<file path="src/rtl/port_uart_tx.sv">
// port_uart_tx: byte FIFO plus 8N1 UART transmitter fed from processor output
// ports. A byte is queued by toggling req_tog, and a sticky overflow flag is
// cleared by toggling clr_tog. A status byte (full, busy, ovf) is returned
// for software to poll.
//
// state   | meaning
// --------+-----------------------------------------------
// IDLE    | line high; pop the FIFO head when one is queued
// START   | start bit (low) for one bit period
// DATA    | eight data bits, LSB first
// STOP    | stop bit (high) for one bit period
module port_uart_tx #(
  parameter int CLK_DIV = 16,
  parameter int FIFO_AW = 2
) (
  input  logic       clk,
  input  logic       reset,
  input  logic [7:0] data_in,
  input  logic       req_tog,
  input  logic       clr_tog,
  output logic [7:0] status,
  output logic       txd
);

  localparam int DEPTH = 1 << FIFO_AW;
  localparam logic [FIFO_AW:0]   DEPTH_C   = (FIFO_AW + 1)'(DEPTH);
  localparam logic [FIFO_AW:0]   CNT_ONE   = (FIFO_AW + 1)'(1);
  localparam logic [FIFO_AW-1:0] PTR_ONE   = FIFO_AW'(1);
  localparam logic [15:0]        BAUD_LAST = 16'(CLK_DIV - 1);

  typedef enum logic [1:0] {
    ST_IDLE  = 2'd0,
    ST_START = 2'd1,
    ST_DATA  = 2'd2,
    ST_STOP  = 2'd3
  } state_e;

  state_e             state_q;
  logic               req_q;
  logic               clr_q;
  logic [7:0]         mem_q [DEPTH];
  logic [FIFO_AW-1:0] wr_ptr_q;
  logic [FIFO_AW-1:0] rd_ptr_q;
  logic [FIFO_AW:0]   count_q;
  logic               ovf_q;
  logic [7:0]         shift_q;
  logic [15:0]        baud_q;
  logic [2:0]         bit_q;
  logic               txd_q;
  logic               txd_d;

  logic push_ev;
  logic clr_ev;
  logic full;
  logic push_ok;
  logic pop;
  logic baud_end;
  logic busy;

  assign push_ev  = req_tog ^ req_q;
  assign clr_ev   = clr_tog ^ clr_q;
  assign full     = (count_q == DEPTH_C);
  // Fullness is judged before any same-cycle pop, so a pop never makes room
  // for a push arriving on the same edge.
  assign push_ok  = push_ev && !full;
  assign pop      = (state_q == ST_IDLE) && (count_q != '0);
  assign baud_end = (baud_q == BAUD_LAST);
  assign busy     = (state_q != ST_IDLE) || (count_q != '0);

  assign status = {5'b0_0000, ovf_q, busy, full};
  assign txd    = txd_q;

  // Line level implied by the current state; registered below so txd lags
  // the state by one cycle and never glitches.
  always_comb begin
    txd_d = 1'b1;
    case (state_q)
      ST_IDLE:  txd_d = 1'b1;
      ST_START: txd_d = 1'b0;
      ST_DATA:  txd_d = shift_q[0];
      ST_STOP:  txd_d = 1'b1;
      default:  txd_d = 1'b1;
    endcase
  end

  // FIFO storage; contents need no reset because the pointers define validity.
  always_ff @(posedge clk) begin
    if (!reset && push_ok) begin
      mem_q[wr_ptr_q] <= data_in;
    end
  end

  // Toggle detection, FIFO bookkeeping, overflow flag and transmit FSM.
  always_ff @(posedge clk) begin
    if (reset) begin
      req_q    <= req_tog;
      clr_q    <= clr_tog;
      wr_ptr_q <= '0;
      rd_ptr_q <= '0;
      count_q  <= '0;
      ovf_q    <= 1'b0;
      state_q  <= ST_IDLE;
      shift_q  <= '0;
      baud_q   <= '0;
      bit_q    <= '0;
      txd_q    <= 1'b1;
    end else begin
      req_q <= req_tog;
      clr_q <= clr_tog;
      txd_q <= txd_d;

      if (push_ok) begin
        wr_ptr_q <= wr_ptr_q + PTR_ONE;
      end

      case ({push_ok, pop})
        2'b10:   count_q <= count_q + CNT_ONE;
        2'b01:   count_q <= count_q - CNT_ONE;
        default: count_q <= count_q;
      endcase

      // Set wins over a same-cycle clear.
      if (push_ev && full) begin
        ovf_q <= 1'b1;
      end else if (clr_ev) begin
        ovf_q <= 1'b0;
      end

      case (state_q)
        ST_IDLE: begin
          if (pop) begin
            shift_q  <= mem_q[rd_ptr_q];
            rd_ptr_q <= rd_ptr_q + PTR_ONE;
            baud_q   <= '0;
            state_q  <= ST_START;
          end
        end
        ST_START: begin
          if (baud_end) begin
            baud_q  <= '0;
            bit_q   <= '0;
            state_q <= ST_DATA;
          end else begin
            baud_q <= baud_q + 16'd1;
          end
        end
        ST_DATA: begin
          if (baud_end) begin
            baud_q  <= '0;
            shift_q <= {1'b0, shift_q[7:1]};
            if (bit_q == 3'd7) begin
              state_q <= ST_STOP;
            end else begin
              bit_q <= bit_q + 3'd1;
            end
          end else begin
            baud_q <= baud_q + 16'd1;
          end
        end
        ST_STOP: begin
          if (baud_end) begin
            baud_q  <= '0;
            state_q <= ST_IDLE;
          end else begin
            baud_q <= baud_q + 16'd1;
          end
        end
        default: state_q <= ST_IDLE;
      endcase
    end
  end

endmodule

</file>
<file path="config.mk">
export PLATFORM = sky130hd
export DESIGN_NAME = port_uart_tx
export DESIGN_NICKNAME = d
export VERILOG_FILES = /design/src/rtl/port_uart_tx.sv
export SDC_FILE = /design/constraint.sdc
export NUM_CORES = 1
export LEC_CHECK = 0
export ABC_AREA = 0
export BUFFER_PORTS_ARGS = -buffer_cell sky130_fd_sc_hd__buf_2
export CAP_MARGIN = 20
export CELL_PAD_IN_SITES_DETAIL_PLACEMENT = 0
export CELL_PAD_IN_SITES_GLOBAL_PLACEMENT = 1
export CORE_ASPECT_RATIO = 0.9
export CORE_MARGIN = 2
export CORE_UTILIZATION = 52
export DETAILED_ROUTE_END_ITERATION = 8
export MAX_ROUTING_LAYER = met4
export PLACE_DENSITY = 0.83
export SKIP_LAST_GASP = 1
export SLEW_MARGIN = 10
export SYNTH_ARGS = -nofsm -noshare
export SYNTH_HDL_FRONTEND = slang
export SYNTH_SLANG_ARGS = --single-unit
</file>
<file path="constraint.sdc">
create_clock -name clk -period 3.38 [get_ports clk]
set_clock_uncertainty 0.1 [all_clocks]
set_input_delay 0.338 -clock clk [delete_from_list [all_inputs] [get_ports clk]]
set_output_delay 0.338 -clock clk [all_outputs]
set_load 0.05 [all_outputs]
</file>
# After elaboration in Yosys (flattened, before gate mapping)
# Memory sizes are Yosys's and may differ from the RTL's. A register that Yosys moved wholly into a read port is not among the register bits.
# Cells that the tools add are included.
[totals]
register_bits = 40
ramBits = 32
input_bits = 12
out_inout_bits = 9
word_cells = 78
mem_count = 1
[classes]
add_sub_neg = 6
n_eq_ne = 14
muxes = 24
bitwise = 2
n_reduce_logical = 20
[mem_list]
columns = ["memory", "words", "word_bits", "rd", "rd_clocked_by_memory_dff", "write_ports", "line_no", "source"]
rows = [
  ["mem_q", 4, 8, 1, 1, 1, "41", "logic [7:0] mem_q [DEPTH];"],
]
[ops]
columns = ["op", "count"]
rows = [
  ["$mux 16", 2],
  ["$pmux 16 s2", 1],
  ["$add 16x1->16 const B", 1],
  ["$eq 16x4->1 const B", 1],
  ["$mux 8", 2],
  ["$pmux 8 s2", 1],
  ["$mux 2", 7],
  ["$ne 2x2->1 const B", 6],
  ["$pmux 3 s2", 2],
  ["$reduce_bool 2->1", 5],
  ["$mux 3", 3],
  ["$pmux 2 s4", 1],
  ["$add 3x1->3 const B", 2],
  ["$eq 2x2->1 const B", 3],
  ["$eq 3x3->1 const B", 2],
  ["$reduce_and 5->1", 1],
  ["$add 2x1->2 const B", 2],
  ["$eq 2x1->1 const B", 2],
  ["$logic_and 1x1->1", 4],
  ["$mux 1", 4],
  ["$reduce_and 4->1", 1],
  ["$pmux 1 s3", 1],
  ["$reduce_and 3->1", 1],
  ["$reduce_bool 3->1", 1],
  ["8 further kinds", 10],
]

# Depth between registers and ports, before layout
[logic_depth]
ltp_word = 6
depth_mapped = 9
mapped_depth_nobuf = 9

# Worst setup path after synthesis
# OpenSTA, ideal clock, no wires.
[synth_path]
kind = "flip-flop to flip-flop"
from = "register state_q[0]"
to = "register count_q[2]"
setup_time_ns = 0.071
arrival_time_ns = 1.902
required_ns = 3.209
setup_slack_ns = 1.308
stages_incl_launch_ff = 10
n_path_buf = 0
synth_period_minus_slack_ns = 2.072
path_cell_list = "dfxtp_1 > inv_1 > ha_1 > o31a_2 > ha_1 > inv_1 > fa_1 > xor2_1 > or3_1 > a21oi_1"
[synth_between]
elab_chain_len = 4
word_cells_on_any_way = 6
classes_between = "eq/ne (2); mux (1); reduce/logical (3)"
[synth_rtl]
columns = ["item", "line_no", "source"]
rows = [
  ["from (decl)", "38", "state_e state_q;"],
  ["from (signal assigned)", "102", "state_q <= ST_IDLE;"],
  ["from (signal assigned)", "135", "state_q <= ST_START;"],
  ["from (signal assigned)", "142", "state_q <= ST_DATA;"],
  ["$logic_not 2->1 (*)", "66", "assign pop = (state_q == ST_IDLE) && (count_q != '0);"],
  ["$logic_and 1x1->1 (*)", "66", ""],
  ["$eq 2x1->1 or $eq 2x2->1 (tied branches)", "116", "case ({push_ok, pop})"],
  ["$pmux 3 s2 or $reduce_bool 2->1 (tied branches)", "n/a", ""],
  ["to (signal assigned)", "117", "2'b10: count_q <= count_q + CNT_ONE;"],
  ["to (signal assigned)", "118", "2'b01: count_q <= count_q - CNT_ONE;"],
  ["to (signal assigned)", "119", "default: count_q <= count_q;"],
  ["to (decl)", "44", "logic [FIFO_AW:0] count_q;"],
]
# Mark *: on every way between the ends. The rest lies on a longest branch, timed or not.
# A chain may end at the register's enable or synchronous reset.

# Final worst setup path
[layout_path]
from = "register state_q[0]"
to = "output status[1]"
[layout_between]
elab_chain_len = 2
[layout_rtl]
columns = ["item", "line_no", "source"]
rows = [
  ["$reduce_bool 2->1", "68", "assign busy = (state_q != ST_IDLE) || (count_q != '0);"],
  ["$logic_or 1x1->1", "68", ""],
  ["to (decl)", "21", "output logic [7:0] status,"],
]
# No other way between the ends.

==> impl_metrics.json <==
{
  "ant_nets": 0,
  "grt_antenna_before_repair": 0,
  "worstSkewPairLatency_ns": 0.34,
  "dp_hpwl_um": 3770,
  "netSwitchingFraction_pct": 35.5,
  "cts_tree": "done",
  "drc": 0,
  "cts_made_buffers": 9,
  "cts.sinks": 74,
  "h-tree-depth": 3,
  "dieArea_um2": 7090,
  "worstSetupPathType": "reg -> out",
  "power_w": 0.00281,
  "cp.arrival_ns": 2.01,
  "cap_violations": 0,
  "path_clk_slew_ns": 0.08,
  "crit_top_cell": "inv_1",
  "yosysUniqueCellTypes": 43,
  "setup_viol": 0,
  "status": "complete, no violations",
  "ys.flop_type": "dfxtp_1",
  "diodes": 0,
  "area_growth_pct": 8.97,
  "finalCritPeriodShare_pct": 72.5,
  "hold_start": "req_tog",
  "drv_slew": 0,
  "stdcell_area_um2": 3650,
  "syn_inst": 288,
  "hold_viol_final": 0,
  "reg2reg_depth": 7,
  "grt_usage_pct": 18.3,
  "reg2reg_setup_slack_ns": 0.93,
  "pwr-share-comb_pct": 34.7,
  "slowest_delay_ns": 0.42,
  "routabilityCongestion": 0.745,
  "routed_wl_um": 5540,
  "clkPwrFrac_pct": 23.8,
  "final_common_cell": "dfxtp_1",
  "reg2reg_to": "shift_q[6]$_SDFFE_PP0P_",
  "final_core_util_pct": 59.0,
  "grt_pass1_wl_um": 9590,
  "n_fill_cell": 532,
  "dieHeight_um": 80.1,
  "fin_crit_ns": 2.45,
  "pin_count": 21,
  "peakVddDrop_mv": 0.442,
  "cp_cell_sequence": "inv_1 > ha_1 > nor4b_4 > inv_1 > buf_2",
  "hold_class": "in -> reg",
  "wl_per_cell_um": 14.1,
  "synth_warnings": 0,
  "synth_area_um2": 3350,
  "vias": 2096,
  "syn_avg_cell_area_um2": 11.6,
  "fp.dieW_um": 88.6,
  "setup_tns_ns": 0,
  "worstMarginPinSlew_ns": 0.521,
  "critPathMaxFanout": 11,
  "dpl-instance-area_um2": 3450,
  "timing.rr.start": "state_q[0]$_SDFFE_PP0P_",
  "synth_top_area_cell": "edfxtp_1",
  "synth_seq_area_share_pct": 53.8,
  "drtPass1Iterations": 4,
  "async_reset_ff_share_pct": 0,
  "p_int_w": 0.00181,
  "port_buffers": 15,
  "cts.path.max_buffers": 2,
  "grt_max_degree": 30,
  "whs_endpoint": "req_q$_DFF_P_",
  "p_per_area_nw_per_um2": 770,
  "startpoint": "state_q[0]$_SDFFE_PP0P_",
  "holdPathStages": 1,
  "fmax_mhz": 408,
  "first_global_vias": 1958,
  "synth_seq_cells": 74,
  "switchingPower_w": 0.000998,
  "required_ns": 2.94,
  "end_kind": "primary output",
  "relSlewSlack_pct": 65.2,
  "critPathLaunchType": "register",
  "leakage_nw": 1.32,
  "synth_edf_count": 32,
  "first_iter_violations": 103,
  "synth_area_leaders": "edfxtp_1 29%, dfxtp_1 25%, mux4_2 5.4%",
  "rsz0062_at_grt": "false",
  "cp_slowest_cell": "nor4b_4",
  "seq_power_share_pct": 41.5,
  "netlist.area_leader.share_pct": 28.7,
  "row_count": 27,
  "final_cell_mix": "42 x dfxtp_1, 32 x edfxtp_1, 21 x nand2_1, 15 x a21oi_1, 15 x buf_2",
  "core_region_area_um2": 6180,
  "initial_core_util_pct": 54.1,
  "overflow": 0,
  "viasPerCell": 5.35,
  "post_cts_buffers": 0,
  "finalNetCount": 327,
  "drive_gt1_share_pct": 17.4,
  "clock-root-buffer": "clkbuf_8"
}
==> registers in the layout, indices dropped and copies added (netlist names), 2 cells and up, named ones only <==
register and cells:
rd_ptr_q 2, wr_ptr_q 2, bit_q 3, shift_q 8, baud_q 16, state_q 2, mem_q 32, count_q 3
==> metrics by stage <==
step / worst slack [ns] / hold WS, ns / instances
floorplan: 1.31 / 0.266 / 292
global placement: 1.05 / 0.361 / 376
detailed placement: 0.967 / 0.373 / 376
CTS: 0.919 / 0.00199 / 391
global route: 0.745 / 0.00703 / 392
finish: 0.931 / 0.0270 / 392
==> area by class of cell <==
class / count / area, µm² / share of cell area [%]
repair buffers: 18 / 100 / 2.74
inverters: 11 / 41.3 / 1.13
clock inverters: 6 / 67.6 / 1.85
multi-input cells: 187 / 1400 / 38.5
flip-flops and latches: 74 / 1800 / 49.4
clock buffers: 9 / 124 / 3.40
well taps: 87 / 109 / 2.98
==> layer usage <==
layer	up-vias	routed length (µm)	track usage [%]
li1	1047	-	-
met1	1013	2780	25.0
met2	30	2540	26.5
met3	6	171	6.17
met4	0	51	4.55
met5	-	0	-
==> synth_stat cells, drive strengths merged, types with 3 or more instances <==
cell type	number
a211oi	4
xor2	10
nor3	14
nand3	3
nor2b	8
mux4	8
edfxtp	32
nand2b	3
mux2i	4
inv	11
nor2	12
clkbuf	6
nor4	3
o21ai	10
xnor2	8
nand4	8
mux2	7
buf	14
nand2	21
or3	6
dfxtp	42
ha	13
and2	6
a21oi	15
==> power groups by stage <==
stage	sequential, W	combinational (W)	clock, W
6_report	0.00116	0.000975	0.000670
2_1_floorplan	0.00116	0.000861	0
3_5_place_dp	0.00119	0.000975	0
3_3_place_gp	0.00119	0.000954	0
4_1_cts	0.00117	0.000980	0.000688
5_1_grt	0.00118	0.00106	0.000733
==> worst max-delay path: cells and delay by family (launching register included) <==
family | cells | cell delay (ns)
buf+inv | 3 | 0.70
fa+ha+maj | 1 | 0.22
simple gates | 1 | 0.42
flops | 1 | 0.34
==> cell families after synthesis <==
group	synth area share [%]
multiplexers	8.93
AND/OR/NAND/NOR	16.0
adder cells (fa/ha/maj)	5.46
XOR/XNOR	4.71
buffers and inverters	4.67
AO/OA/AOI/OAI	6.24
other	0.112
flip-flops	53.8
==> worst max-delay path by stage <==
stage,endpoint,slack (ns),cells after the start
finish,status[1],0.93,5
global route,shift_q[6]$_SDFFE_PP0P_,0.75,7
CTS,status[1],0.92,5
detailed placement,shift_q[2]$_SDFFE_PP0P_,0.97,7
global placement,shift_q[3]$_SDFFE_PP0P_,1.05,7
floorplan,count_q[2]$_SDFFE_PP0P_,1.31,9
==> repair_timing <==
| item | 4_1_cts | 5_1_grt |
|---|---|---|
| resized for setup | 0 | 0 |
| hold buffers | 0 | 1 |
| endpoints found under the hold margin | 0 | 1 |
(Power assumes the default switching activity.)
